$ cat config.mk
export PLATFORM = sky130hd
export DESIGN_NAME = stall_ctrl
export DESIGN_NICKNAME = d
export VERILOG_FILES = /design/src/rtl/stall_ctrl_pkg.sv /design/src/rtl/stall_ctrl_md_busy_timer.sv /design/src/rtl/stall_ctrl.sv
export SDC_FILE = /design/constraint.sdc
export NUM_CORES = 1
export LEC_CHECK = 0
export CORE_MARGIN = 5
export CORE_UTILIZATION = 30
export DETAILED_ROUTE_END_ITERATION = 10
export PLACE_DENSITY = 0.59
export SETUP_SLACK_MARGIN = 0.5
export SYNTH_ARGS = -nofsm -noshare
export SYNTH_HDL_FRONTEND = slang
export SYNTH_SLANG_ARGS = --single-unit
$ cat constraint.sdc
create_clock -name clk -period 7.34 [get_ports clk]
set_input_delay 1.468 -clock clk [delete_from_list [all_inputs] [get_ports clk]]
set_output_delay 1.468 -clock clk [all_outputs]
set_load 0.005 [all_outputs]
$ cat src/rtl/stall_ctrl_pkg.sv
// Shared encodings and constants for the pipeline hazard controller and its mult/div busy timer.
package stall_ctrl_pkg;

    typedef logic [1:0] tuse_t;
    typedef logic [1:0] tnew_t;
    typedef logic [4:0] reg_idx_t;

    localparam tuse_t TUSE_NONE       = 2'd3;
    localparam int    MD_MULT_CYCLES  = 5;
    localparam int    MD_DIV_CYCLES   = 10;
    localparam int    MD_CNT_W        = 4;

    typedef enum logic {
        MD_IDLE = 1'b0,
        MD_BUSY = 1'b1
    } md_state_e;

    // A source operand stalls D when a younger-needed value is still in flight in E or M.
    function automatic logic reg_hazard(
        input reg_idx_t src,
        input tuse_t    tuse,
        input reg_idx_t a3_e,
        input tnew_t    tnew_e,
        input reg_idx_t a3_m,
        input tnew_t    tnew_m
    );
        return (src != 5'd0) && (tuse != TUSE_NONE) &&
               (((src == a3_e) && (tuse < tnew_e)) ||
                ((src == a3_m) && (tuse < tnew_m)));
    endfunction

endpackage

$ cat src/rtl/stall_ctrl_md_busy_timer.sv
// Countdown of the multi-cycle mult/div unit; busy while the loaded cycle count is non-zero.
module md_busy_timer
    import stall_ctrl_pkg::*;
#(
    parameter int MULT_CYCLES = MD_MULT_CYCLES,
    parameter int DIV_CYCLES  = MD_DIV_CYCLES,
    parameter int CNT_W       = MD_CNT_W
) (
    input  logic clk,
    input  logic reset,
    input  logic start,
    input  logic is_div,
    output logic busy
);

    md_state_e        state_q;
    logic [CNT_W-1:0] cnt_q;
    logic [CNT_W-1:0] load_val;

    assign load_val = is_div ? CNT_W'(DIV_CYCLES) : CNT_W'(MULT_CYCLES);

    // A start seen while counting can only follow a flush, so it simply restarts the count.
    // NOTE: state registers use non-blocking assignments so every flop samples pre-edge values.
    always_ff @(posedge clk or posedge reset) begin
        if (reset) begin
            state_q <= MD_IDLE;
            cnt_q   <= '0;
        end else if (start) begin
            state_q <= MD_BUSY;
            cnt_q   <= load_val;
        end else if (state_q == MD_BUSY) begin
            cnt_q <= cnt_q - CNT_W'(1);
            if (cnt_q == CNT_W'(1)) begin
                state_q <= MD_IDLE;
            end
        end
    end

    assign busy = (state_q == MD_BUSY);

endmodule

$ cat src/rtl/stall_ctrl.sv
// Hazard controller for the 5-stage pipeline: Tuse/Tnew data stalls, mult/div busy stalls, stall statistics.
module stall_ctrl
    import stall_ctrl_pkg::*;
#(
    parameter int MULT_CYCLES = MD_MULT_CYCLES,
    parameter int DIV_CYCLES  = MD_DIV_CYCLES,
    parameter int CNT_W       = MD_CNT_W,
    parameter int STAT_W      = 32
) (
    input  logic              clk,
    input  logic              reset,
    input  logic [4:0]        rs_D,
    input  logic [4:0]        rt_D,
    input  logic [1:0]        tuse_rs,
    input  logic [1:0]        tuse_rt,
    input  logic [4:0]        a3_E,
    input  logic [1:0]        tnew_E,
    input  logic [4:0]        a3_M,
    input  logic [1:0]        tnew_M,
    input  logic              md_start_E,
    input  logic              md_is_div_E,
    input  logic              md_use_D,
    output logic              pc_en,
    output logic              ifid_en,
    output logic              idex_clr,
    output logic              md_busy,
    output logic [STAT_W-1:0] stall_cnt
);

    logic              stall_rs;
    logic              stall_rt;
    logic              stall_md;
    logic              stall;
    logic [STAT_W-1:0] stall_cnt_q;
    logic [STAT_W-1:0] stall_cnt_d;

    md_busy_timer #(
        .MULT_CYCLES (MULT_CYCLES),
        .DIV_CYCLES  (DIV_CYCLES),
        .CNT_W       (CNT_W)
    ) u_md_timer (
        .clk    (clk),
        .reset  (reset),
        .start  (md_start_E),
        .is_div (md_is_div_E),
        .busy   (md_busy)
    );

    assign stall_rs = reg_hazard(rs_D, tuse_rs, a3_E, tnew_E, a3_M, tnew_M);
    assign stall_rt = reg_hazard(rt_D, tuse_rt, a3_E, tnew_E, a3_M, tnew_M);
    // The start cycle itself must stall too: busy only rises after the load edge.
    assign stall_md = md_use_D & (md_busy | md_start_E);
    assign stall    = stall_rs | stall_rt | stall_md;

    assign pc_en    = ~stall;
    assign ifid_en  = ~stall;
    assign idex_clr = stall;

    // NOTE: the default assignment first keeps this block free of inferred latches.
    always_comb begin
        stall_cnt_d = stall_cnt_q;
        if (stall && (stall_cnt_q != '1)) begin
            stall_cnt_d = stall_cnt_q + STAT_W'(1);
        end
    end

    always_ff @(posedge clk or posedge reset) begin
        if (reset) begin
            stall_cnt_q <= '0;
        end else begin
            stall_cnt_q <= stall_cnt_d;
        end
    end

    assign stall_cnt = stall_cnt_q;

endmodule
# ---- Yosys cells after proc, flatten, opt, wreduce, memory -nomap -nowiden
# Cells that the tools add are included.
dict set report totals {
  ff_bits 37
  input_bits 33
  output_inout_bits 36
  elab_cells 42
}
dict set report classes {
  add_sub_neg 2
  n_lt_le_gt_ge 4
  reduce_logical 14
  eq_ne 8
  muxes 6
  bitwise 5
}
# cell n
set ops {}
lappend ops {{$add A32 B1 Y32 const B} 1}
lappend ops {{$ne A32 B32 Y1 const B} 1}
lappend ops {{$eq A5 B5 Y1} 4}
lappend ops {{$mux W4} 3}
lappend ops {{$reduce_bool A5 Y1} 2}
lappend ops {{$logic_and A1 B1 Y1} 9}
lappend ops {{$lt A2 B2 Y1} 4}
lappend ops {{$eq A4 B1 Y1 const B} 1}
lappend ops {{$ne A2 B2 Y1 const B} 2}
lappend ops {{$sub A4 B1 Y4 const B} 1}
lappend ops {{$mux W1} 3}
lappend ops {{$or A1 B1 Y1} 3}
lappend ops {{$logic_or A1 B1 Y1} 2}
lappend ops {{$reduce_bool A2 Y1} 1}
lappend ops {{$and A1 B1 Y1} 1}
lappend ops {{$not A1 Y1} 1}

# ---- Longest topological paths before layout
# Gate-level depths: netlist (run 1).
dict set report depth {
  ltp_word 7
  ltp_mapped 9
  ltp_nobuf 8
}

# ---- Hierarchy
# Synthesis (run 1) repeated with hierarchy kept, for this count alone.
dict set report hier_totals {
  cells_unflattened 233
  hier_area_um2 2333.5
}
# mod n_inst area_each_um2 cells_per_inst seq_area_each_um2
set modules_own_cells {}
lappend modules_own_cells {stall_ctrl 1 2058.2 208 800.8}
lappend modules_own_cells {md_busy_timer 1 275.3 25 125.1}

# ---- Worst setup path before layout (run 1)
# No wires, ideal clock.
dict set report synth_path {
  path_type {input to output}
  startpoint {input tnew_M[1]}
  endpoint {output pc_en}
  t_required_ps 5872
  path_stages 8
  t_arrival_ps 2882
  n_path_buf 2
  slack_ps 2990
  path_cell_list {inv_1 -> ha_1 -> a2111oi_1 -> nand4_1 -> a221oi_2 -> nor3_2 -> buf_2 -> buf_4}
}
dict set report synth_between {
  elab_chain_len 7
  word_cells_on_any_way 11
  cone_classes {order compare (2); bitwise (3); reduce/logical (6)}
}
# item line_no
set synth_lines {}
lappend synth_lines {{start, declared} stall_ctrl.sv:19} ;# input logic [1:0] tnew_M,
lappend synth_lines {{$lt A2 B2 Y1} stall_ctrl_pkg.sv:29} ;# ((src == a3_m) && (tuse < tnew_m)));
lappend synth_lines {{$logic_and A1 B1 Y1} stall_ctrl_pkg.sv:29}
lappend synth_lines {{$logic_or A1 B1 Y1} stall_ctrl_pkg.sv:28} ;# (((src == a3_e) && (tuse < tnew_e)) ||
lappend synth_lines {{$logic_and A1 B1 Y1} stall_ctrl_pkg.sv:27} ;# return (src != 5'd0) && (tuse != TUSE_NONE) &&
lappend synth_lines {{$or A1 B1 Y1 (*) (2 in series)} stall_ctrl.sv:53} ;# assign stall = stall_rs | stall_rt | stall_md;
lappend synth_lines {{$not A1 Y1 (*)} -}
lappend synth_lines {{end, declared} stall_ctrl.sv:23} ;# output logic pc_en,
# Every way passes the cells marked *; elsewhere a longest branch is shown, timed or not.

# ---- Final worst setup path (run 1)
dict set report layout_path {
  startpoint {input tnew_E[1]}
  endpoint {output idex_clr}
}
dict set report layout_between {
  elab_chain_len 6
  word_cells_on_any_way 10
  cone_classes {order compare (2); bitwise (2); reduce/logical (6)}
}
# item line_no
set layout_lines {}
lappend layout_lines {{start, declared} stall_ctrl.sv:17} ;# input logic [1:0] tnew_E,
lappend layout_lines {{$lt A2 B2 Y1} stall_ctrl_pkg.sv:28}
lappend layout_lines {{$logic_and A1 B1 Y1} stall_ctrl_pkg.sv:28}
lappend layout_lines {{$logic_or A1 B1 Y1} stall_ctrl_pkg.sv:28}
lappend layout_lines {{$logic_and A1 B1 Y1} stall_ctrl_pkg.sv:27}
lappend layout_lines {{$or A1 B1 Y1 (*) (2 in series)} stall_ctrl.sv:53}
lappend layout_lines {{end, declared} stall_ctrl.sv:25} ;# output logic idex_clr,
# Marked as above.

==> summary.md, run 1 <==
| Metric | Value |
|---|---|
| Final setup fails | `0` |
| Initial core utilization | `31.0%` |
| RSZ-0062 raised after global routing | `false` |
| Layout Area Growth over Synthesis | `38.8%` |
| Initial antenna violation count | `0` |
| Cells after Synth | `223` |
| Vias in the first global route | `2028` |
| CP Max Fanout | `34` |
| Synth Flop Type | `dfrtp_1` |
| Commonest non-fill, non-tap cell in the layout | `clkdlybuf4s50_1` |
| CTS H-tree lvls | `2` |
| TritonCTS clock tree | `built` |
| First-pass GRT wire length | `9520 um` |
| Share of flip-flops with an asynchronous set or reset | `100%` |
| DRC errors left | `0` |
| HPWL after DPL | `4350 um` |
| CP bufs+invs | `5` |
| Overflow after GRT | `0` |
| Slowest CP cell | `clkdlybuf4s50_1` |
| Die area | `0.00938 mm2` |
| Setup crit end kind | `primary output` |
| Placed Cells | `387` |
| GR peak layer | `met2` |
| Drt via density | `4.90` |
| Pre-Repair DR Iteration Count | `4` |
| Post-synth EDFFs | `0` |
| Latest clock arrival within the worst-skew pair | `0.29 ns` |
| Arr. time, crit path | `4.04 ns` |
| Fin crit share | `75.0%` |
| Seq. cell area | `926 um2` |
| # rows | `31` |
| Detailed Route WL | `5570 um` |
| Total Routing Usage GR | `12.1%` |
| Final Hold Vio Count | `0` |
| CP Class | `in2out` |
| Worst path top cell family by delay | `buffers and inverters` |
| Pwr dens | `194 mW/mm2` |
| Max Cap Violations | `0` |
| Fin nets | `335` |
| Clock skew | `0.00628 ns` |
| Largest net degree at the start of global routing | `38` |
| Worst Hold Class | `reg2reg` |
| Yosys reg bits | `37` |
| Post-synthesis sequential area ratio | `40.9%` |
| N_diodes | `0` |
| DRT antenna net count | `0` |
| Die span in x | `96.9 um` |
| Max-slew headroom | `67.0%` |
| Mean post-synth cell area | `10.1 um2` |
| Critical Path RT | `5.87 ns` |
| Clk sinks | `37` |
| Core Area | `0.00729 mm2` |
| Minimum clock period | `5.51 ns` |
| Crit path launch type | `primary input` |
| CTS Hold Bufs | `0` |
| Post-Syn Area | `0.00226 mm2` |
| Fin cells | `395` |
| Clk root buf | `clkbuf_8` |
| Met2 Resource Use GR | `20.4%` |
| Drt wl/cell | `14.1 um` |
| Max IR drop VDD | `0.0686 mV` |
| GRT met1 Usage | `13.9%` |
| Clock slew at reported path FFs | `0.08 ns` |
| Drt initial violations | `85` |
| PortBufs | `68` |
| Leak | `1.32 nW` |
| CP max stage delay | `0.49 ns` |
| Internal reg-to-reg setup slack | `4.78 ns` |
| Yosys warning count | `0` |
| Number of I/O pins | `69` |
| Worst-path cell chain | `clkdlybuf4s50_1 -> inv_1 -> ha_1 -> nor4_1 -> nand4_1 -> a221oi_1 -> nor3_4 -> buf_4 -> inv_1 -> clkdlybuf4s50_1` |
| Multi-input gate area | `0.00127 mm2` |
| Setup TNS | `0 ns` |
| Share of cells above drive strength 1 | `7.77%` |
| Max Fclk | `182 MHz` |
| Fin. max-slew vios | `0` |
| Die Y | `96.9 um` |
| Post-CTS Resized | `0` |
| GPL Wtd Cong | `0.863` |
| Commonest non-fill, non-tap cells in the layout | `68 x clkdlybuf4s50_1, 41 x xor2_1, 37 x dfrtp_1` |
| Slew @ Worst Pin | `0.493 ns` |
| Syn nets | `263` |
| Vias | `1934` |
| Num CTS Buffers | `5` |
| Post-CTS Setup Inserts | `0` |
| Distinct cells, synth | `35` |
| Fill cell count | `738` |
| Met3 Use GR | `4.68%` |
| Clock Tree Buf Depth | `2` |
| Status | `completed` |
registers in the layout, summed over array words and instances, names as in the netlist:
register / cells
stall_cnt: 32
u_md_timer.busy: 1
u_md_timer.cnt_q: 4
cells by family after synthesis:
| family | Yosys count | share of synthesized area, % |
|---|---|---|
| xor gates and xnor gates | 53 | 20.5 |
| DFF | 37 | 40.9 |
| adders and majority gates | 7 | 3.87 |
| AOI/OAI and AO/OA | 13 | 4.59 |
| and+or+nand+nor | 95 | 25.3 |
| buffers and inverters | 15 | 3.32 |
| muxes | 3 | 1.49 |
where the power goes:
part           total, mW  internal (mW)  switching (mW)
Sequential         0.288          0.240          0.0479
Clock              0.139         0.0655          0.0736
Combinational      0.183          0.113          0.0700
per-stage QoR:
step	area, um2	setup slack, ns	hold WS (ns)	power (mW)	util (%)
final	3140	1.83	0.487	0.610	43.1
after global routing	3140	1.70	0.509	0.649	43.1
after CTS	3140	1.79	0.492	0.619	43.1
after detailed placement	3060	1.79	0.477	0.477	41.9
after global placement	3060	1.93	0.478	0.474	41.9
after floorplan	2260	2.99	0.477	0.364	-
layout make-up:
| cell class | instances | area share (%) |
|---|---|---|
| clock inverters | 3 | 0.558 |
| well taps | 99 | 3.94 |
| multi-input cells | 171 | 40.4 |
| inverters | 9 | 1.08 |
| clock buffers | 5 | 2.19 |
| repair buffers | 71 | 22.4 |
| flip-flops and latches | 37 | 29.5 |
final timing paths:
kind	cells after the start	end	from
max	10	idex_clr	tnew_E[1]
min in group asynchronous	3	stall_cnt[28]	reset
max reg2reg	7	stall_cnt[1]	stall_cnt[3]
min	1	stall_cnt[6]	stall_cnt[6]
max in group asynchronous	3	stall_cnt[13]	reset
min reg2reg	1	stall_cnt[6]	stall_cnt[6]
Yosys cell counts, types with 4 or more instances:
master	number	area share, %
and3_1	4	1.1
dfrtp_1	37	41
ha_1	7	3.9
inv_1	9	1.5
nand2_1	18	3.0
nand3_1	7	1.5
nand4_1	13	3.6
nor2_1	11	1.8
nor3_1	13	2.9
nor4_1	10	2.8
nor4_2	4	2.2
o21ai_0	5	1.1
xnor2_1	12	4.6
xor2_1	41	16
metal layers:
metal,vias to the layer above,wire length (um)
li1,935,-
met1,916,2350
met2,74,2680
met3,9,442
met4,0,96
met5,-,0
(Power assumes the default switching activity.)
==> run 2, diff against run 1 <==
Settings changed: PLACE_DENSITY 0.59 to 0.61.
Clock period 7.34 ns to 4.6 ns, I/O delays scaled along.
==> run 2 against run 1 <==
Total power increased by 59%. Clock power up 55%. Sequential power increased by 60%. Design area is 0.56% higher. Final cell count is 0.51% higher. Combinational power grew 61%. Wire length grew 0.97%. Setup slack got worse by 1.1 ns. Hold slack better by 0.0080 ns. First-iteration DRC count did not move. Register-to-register slack got worse by 2.7 ns. Clock skew is 0.0018 ns higher. Critical path type unchanged. Critical endpoint is now ifid_en. Largest cell class unchanged.
==> summary.md, run 2 (synthesized netlist as in run 1, its figures left out) <==
| Metric | Value |
|---|---|
| CP Max Fanout | `4` |
| Commonest non-fill, non-tap cells in the layout | `64 x clkdlybuf4s50_1, 41 x xor2_1, 37 x dfrtp_1` |
| Status | `completed` |
| CTS H-tree lvls | `2` |
| Detailed Route WL | `5630 um` |
| DRC errors left | `0` |
| Max IR drop VDD | `0.115 mV` |
| Setup crit end kind | `primary output` |
| Fin crit share | `85.0%` |
| Dpl ws | `0.411 ns` |
| Clk sinks | `37` |
| Fin. max-slew vios | `0` |
| Num CTS Buffers | `5` |
| Drt initial violations | `85` |
| GPL Wtd Cong | `0.889` |
| Final Hold Vio Count | `0` |
| # rows | `31` |
| PortBufs | `68` |
| Hold path startpoint | `stall_cnt[31]` |
| Max Cap Violations | `0` |
| Gate power share | `30.4%` |
| Die Y | `96.9 um` |
| Largest net degree at the start of global routing | `38` |
| Die span in x | `96.9 um` |
| Flip-flop count of the largest register after layout | `32` |
| Critical Path RT | `3.68 ns` |
| Worst Hold Class | `reg2reg` |
| Internal reg-to-reg setup slack | `2.08 ns` |
| Clock slew at reported path FFs | `0.07 ns` |
| Clock skew | `0.00812 ns` |
| Crit path launch type | `primary input` |
| Die area | `0.00938 mm2` |
| Fin nets | `337` |
| Share of cells above drive strength 1 | `8.72%` |
| Max-slew headroom | `69.1%` |
| Layout Area Growth over Synthesis | `39.6%` |
| DRT antenna net count | `0` |
| Vias in the first global route | `2034` |
| Final setup fails | `0` |
| Vias | `1959` |
| Hold Path End | `stall_cnt[31]` |
| RR Startpoint | `stall_cnt[3]` |
| Reg2reg path depth | `7` |
| Pwr dens | `307 mW/mm2` |
| Sequential power share | `47.4%` |
| Core Area | `0.00729 mm2` |
| Clock Tree Buf Depth | `2` |
| Drt wl/cell | `14.2 um` |
| Pre-Repair DR Iteration Count | `4` |
| HPWL after DPL | `4460 um` |
| Setup TNS | `0 ns` |
| Minimum clock period | `3.91 ns` |
| Commonest non-fill, non-tap cell in the layout | `clkdlybuf4s50_1` |
| N_diodes | `0` |
| Sw Pwr | `302 uW` |
| Hold Path Depth | `1` |
| Clk network pwr share | `22.2%` |
| Drt via density | `4.93` |
| Leak | `1.34 nW` |
| Total Routing Usage GR | `12.5%` |
| Initial core utilization | `31.0%` |
| Slew @ Worst Pin | `0.464 ns` |
| Arr. time, crit path | `2.99 ns` |
| Latest clock arrival within the worst-skew pair | `0.29 ns` |
| Number of I/O pins | `69` |
| First-pass GRT wire length | `9760 um` |
| RSZ-0062 raised after global routing | `false` |
| Pint | `670 uW` |
| Max Fclk | `256 MHz` |
| Worst setup margin | `0.688 ns` |
| Overflow after GRT | `0` |
| Clk root buf | `clkbuf_8` |
| Switching Share | `31.1%` |
| Initial antenna violation count | `0` |
| CP Class | `in2out` |
| TritonCTS clock tree | `built` |
| R2r endpoint | `stall_cnt[1]` |
[run 2: metrics by stage]
| stage | hold WS, ns | util, % | instance area, um2 | cells | total power, mW |
|---|---|---|---|---|---|
| floorplan | 0.477 | - | 2260 | 223 | 0.581 |
| global placement | 0.480 | 42.0 | 3060 | 388 | 0.757 |
| detailed placement | 0.483 | 42.0 | 3060 | 388 | 0.767 |
| CTS | 0.497 | 43.3 | 3160 | 397 | 0.988 |
| global route | 0.513 | 43.3 | 3160 | 397 | 1.05 |
| finish | 0.495 | 43.3 | 3160 | 397 | 0.971 |
[run 2: critical path: stages]
cell	delay, ns
clkdlybuf4s50_1	0.46
inv_1	0.06
ha_1	0.28
a2111oi_2	0.37
nand4_1	0.16
a221oi_2	0.34
nor3_4	0.10
dlygate4sd2_1	0.29
[run 2: how the worst max path moves through the flow]
stage,start,end,slack (ns),cells past startpoint
floorplan,tnew_M[1],pc_en,1.35,8
global placement,tnew_M[1],idex_clr,0.46,9
detailed placement,tnew_E[1],idex_clr,0.41,9
CTS,tnew_E[1],ifid_en,0.67,8
global route,tnew_E[1],ifid_en,0.61,8
finish,tnew_E[1],ifid_en,0.69,8
[run 2: layer usage]
metal	global-route usage, %	vias to the layer above	share of wire [%]
met2	21.2	64	49
met3	4.89	7	7.8
met4	3.24	0	0.76
met1	14.6	939	42
met5	0	-	0
li1	-	949	-
[run 2: area by class of cell]
class | instances | area (um2)
Sequential cell | 37 | 926
Timing Repair Buffer | 73 | 713
Multi-Input combinational cell | 171 | 1280
Clock inverter | 2 | 10.0
Fill cell | 745 | 4130
Inverter | 9 | 33.8
Tap cell | 99 | 124
Clock buffer | 6 | 72.6
[run 2: power groups by stage]
stage	sequential, mW	combinational (mW)	clock [mW]
after detailed placement	0.467	0.300	0
after floorplan	0.456	0.125	0
after global routing	0.473	0.331	0.242
after global placement	0.464	0.293	0
final	0.461	0.295	0.215
after CTS	0.462	0.301	0.226
[run 2: repair_timing]
action                                  in CTS  in global routing
endpoints found under the setup margin       3                  0
hold buffers                                 0                  0
resized for setup                            6                  0
buffers inserted                             1                  0
==> run 3, diff against run 2 <==
Settings changed: PLACE_DENSITY 0.61 to not set, PLACE_DENSITY_LB_ADDON set to 0.3, REMOVE_ABC_BUFFERS set to 1, SLEW_MARGIN set to 15.
==> run 3 against run 2 <==
Sequential power is essentially flat. Combinational power grew 2%. Total power grew 5.9%. Utilization grew 0.55 points. Wire length shrank 1.4%. First-iteration DRC count shrank 15%. Clock-buffer cell count shrank 1. Setup slack gained 0.021 ns. Critical endpoint is now idex_clr. Design area grew 1.3%. Hold slack lost 0.0065 ns.
==> summary.md, run 3 (synthesized netlist as in run 1, its figures left out) <==
| Metric | Value |
|---|---|
| Crit path launch type | `primary input` |
| First-pass GRT wire length | `9570 um` |
| Arr. time, crit path | `2.97 ns` |
| Latest clock arrival within the worst-skew pair | `0.28 ns` |
| Pint | `724 uW` |
| Flip-flop count of the largest register after layout | `32` |
| Fin cells | `396` |
| N_diodes | `0` |
| Final Hold Vio Count | `0` |
| GPL Wtd Cong | `0.823` |
| Reg2reg path depth | `6` |
| Multi-input gate area | `0.00130 mm2` |
| Fin. max-slew vios | `0` |
| Placed Cells | `387` |
| Largest net degree at the start of global routing | `38` |
| Initial core utilization | `31.0%` |
| Overflow after GRT | `0` |
| CTS H-tree lvls | `2` |
| Initial antenna violation count | `0` |
| CTS Hold Bufs | `0` |
| Max-slew headroom | `27.8%` |
| Worst Hold Class | `reg2reg` |
| # rows | `31` |
| Pre-Repair DR Iteration Count | `4` |
| Sw Pwr | `305 uW` |
| Fin area | `0.00320 mm2` |
| Fin crit share | `84.6%` |
| Hold path startpoint | `stall_cnt[12]` |
| Number of I/O pins | `69` |
| CP Class | `in2out` |
| Fin nets | `337` |
| Critical path destination | `idex_clr` |
| Gate power share | `29.4%` |
| Fin util | `43.9%` |
| Critical Path RT | `3.68 ns` |
| Drt initial violations | `72` |
| Final setup fails | `0` |
| Max Fclk | `257 MHz` |
| Clock skew | `0.00723 ns` |
| Pwr dens | `322 mW/mm2` |
| Share of cells above drive strength 1 | `8.75%` |
| TritonCTS clock tree | `built` |
| HPWL after DPL | `4300 um` |
| Commonest non-fill, non-tap cells in the layout | `64 x clkdlybuf4s50_1, 41 x xor2_1, 37 x dfrtp_1` |
| Sequential power share | `44.6%` |
| Vias | `1888` |
| Area after DPL | `0.00306 mm2` |
| Clock Tree Buf Depth | `2` |
| Clk root buf | `clkbuf_8` |
| Clock slew at reported path FFs | `0.07 ns` |
| Crit path from | `tnew_M[1]` |
| Drt via density | `4.77` |
| Minimum clock period | `3.89 ns` |
| Internal reg-to-reg setup slack | `1.83 ns` |
| Num CTS Buffers | `5` |
| CP Max Fanout | `4` |
| Die Y | `96.9 um` |
| Detailed Route WL | `5550 um` |
| Leak | `1.35 nW` |
| Max IR drop VDD | `0.126 mV` |
| Commonest non-fill, non-tap cell in the layout | `clkdlybuf4s50_1` |
| RR Startpoint | `stall_cnt[3]` |
| Seq. cell area | `926 um2` |
| Slew @ Worst Pin | `1.08 ns` |
| R2r endpoint | `stall_cnt[1]` |
| PortBufs | `68` |
| Switching Share | `29.6%` |
| Clk network pwr share | `26.1%` |
| DRT antenna net count | `0` |
| DRC errors left | `0` |
| Die span in x | `96.9 um` |
| Layout Area Growth over Synthesis | `41.3%` |
| Worst hold slack | `0.489 ns` |
| Drt wl/cell | `14.0 um` |
| Max Cap Violations | `0` |
| Setup crit end kind | `primary output` |
| Core Area | `0.00729 mm2` |
| Total Routing Usage GR | `12.1%` |
| Status | `completed` |
| Fill cell count | `742` |
| Clk sinks | `37` |
| Setup TNS | `0 ns` |
| RSZ-0062 raised after global routing | `false` |
| Die area | `0.00938 mm2` |
| Vias in the first global route | `2058` |
run 3: final cells by class:
type	count	area share, %
repair buffers	73	22.3
multi-input cells	171	40.6
inverters	9	1.06
clock inverters	2	1.10
clock buffers	5	2.15
well taps	99	3.87
flip-flops and latches	37	28.9
run 3: layer usage:
layer | track usage [%] | vias to the layer above | share of wire [%]
li1 | - | 936 | -
met1 | 14.6 | 881 | 43
met2 | 19.9 | 64 | 48
met3 | 4.96 | 7 | 8.1
met4 | 3.78 | 0 | 1.3
met5 | 0 | - | 0
run 3: worst max-delay path, cell delays in order:
cell             delay [ns]
clkdlybuf4s50_1        0.46
inv_1                  0.05
ha_1                   0.28
a2111oi_2              0.35
nand4_1                0.14
a221oi_2               0.36
nor3_4                 0.11
inv_1                  0.07
dlygate4sd2_1          0.23
run 3: worst min-delay path by stage:
| stage | slack (ns) | depth (start not counted) | end |
|---|---|---|---|
| after global routing | 0.52 | 1 | stall_cnt[14] |
| after global placement | 0.48 | 1 | stall_cnt[6] |
| after floorplan | 0.48 | 1 | stall_cnt[14] |
| final | 0.49 | 1 | stall_cnt[12] |
| after detailed placement | 0.48 | 1 | stall_cnt[12] |
| after CTS | 0.49 | 1 | stall_cnt[12] |
run 3: power by group through the flow:
stage	Clock [mW]	Combinational [mW]	Sequential (mW)
after global routing	0.295	0.336	0.471
after floorplan	0	0.120	0.456
after CTS	0.282	0.310	0.460
after global placement	0	0.300	0.464
final	0.268	0.302	0.458
after detailed placement	0	0.304	0.465
run 3: stage by stage:
stage / total power, mW / setup slack (ns)
final: 1.03 / 0.709
after global routing: 1.10 / 0.559
after CTS: 1.05 / 0.662
after detailed placement: 0.769 / 0.399
after global placement: 0.764 / 0.457
after floorplan: 0.576 / 0.711
run 3: timing repair:
item | CTS | global route
setup buffers | 2 | 0
gates resized for setup | 7 | 0
setup endpoints to repair | 3 | 0
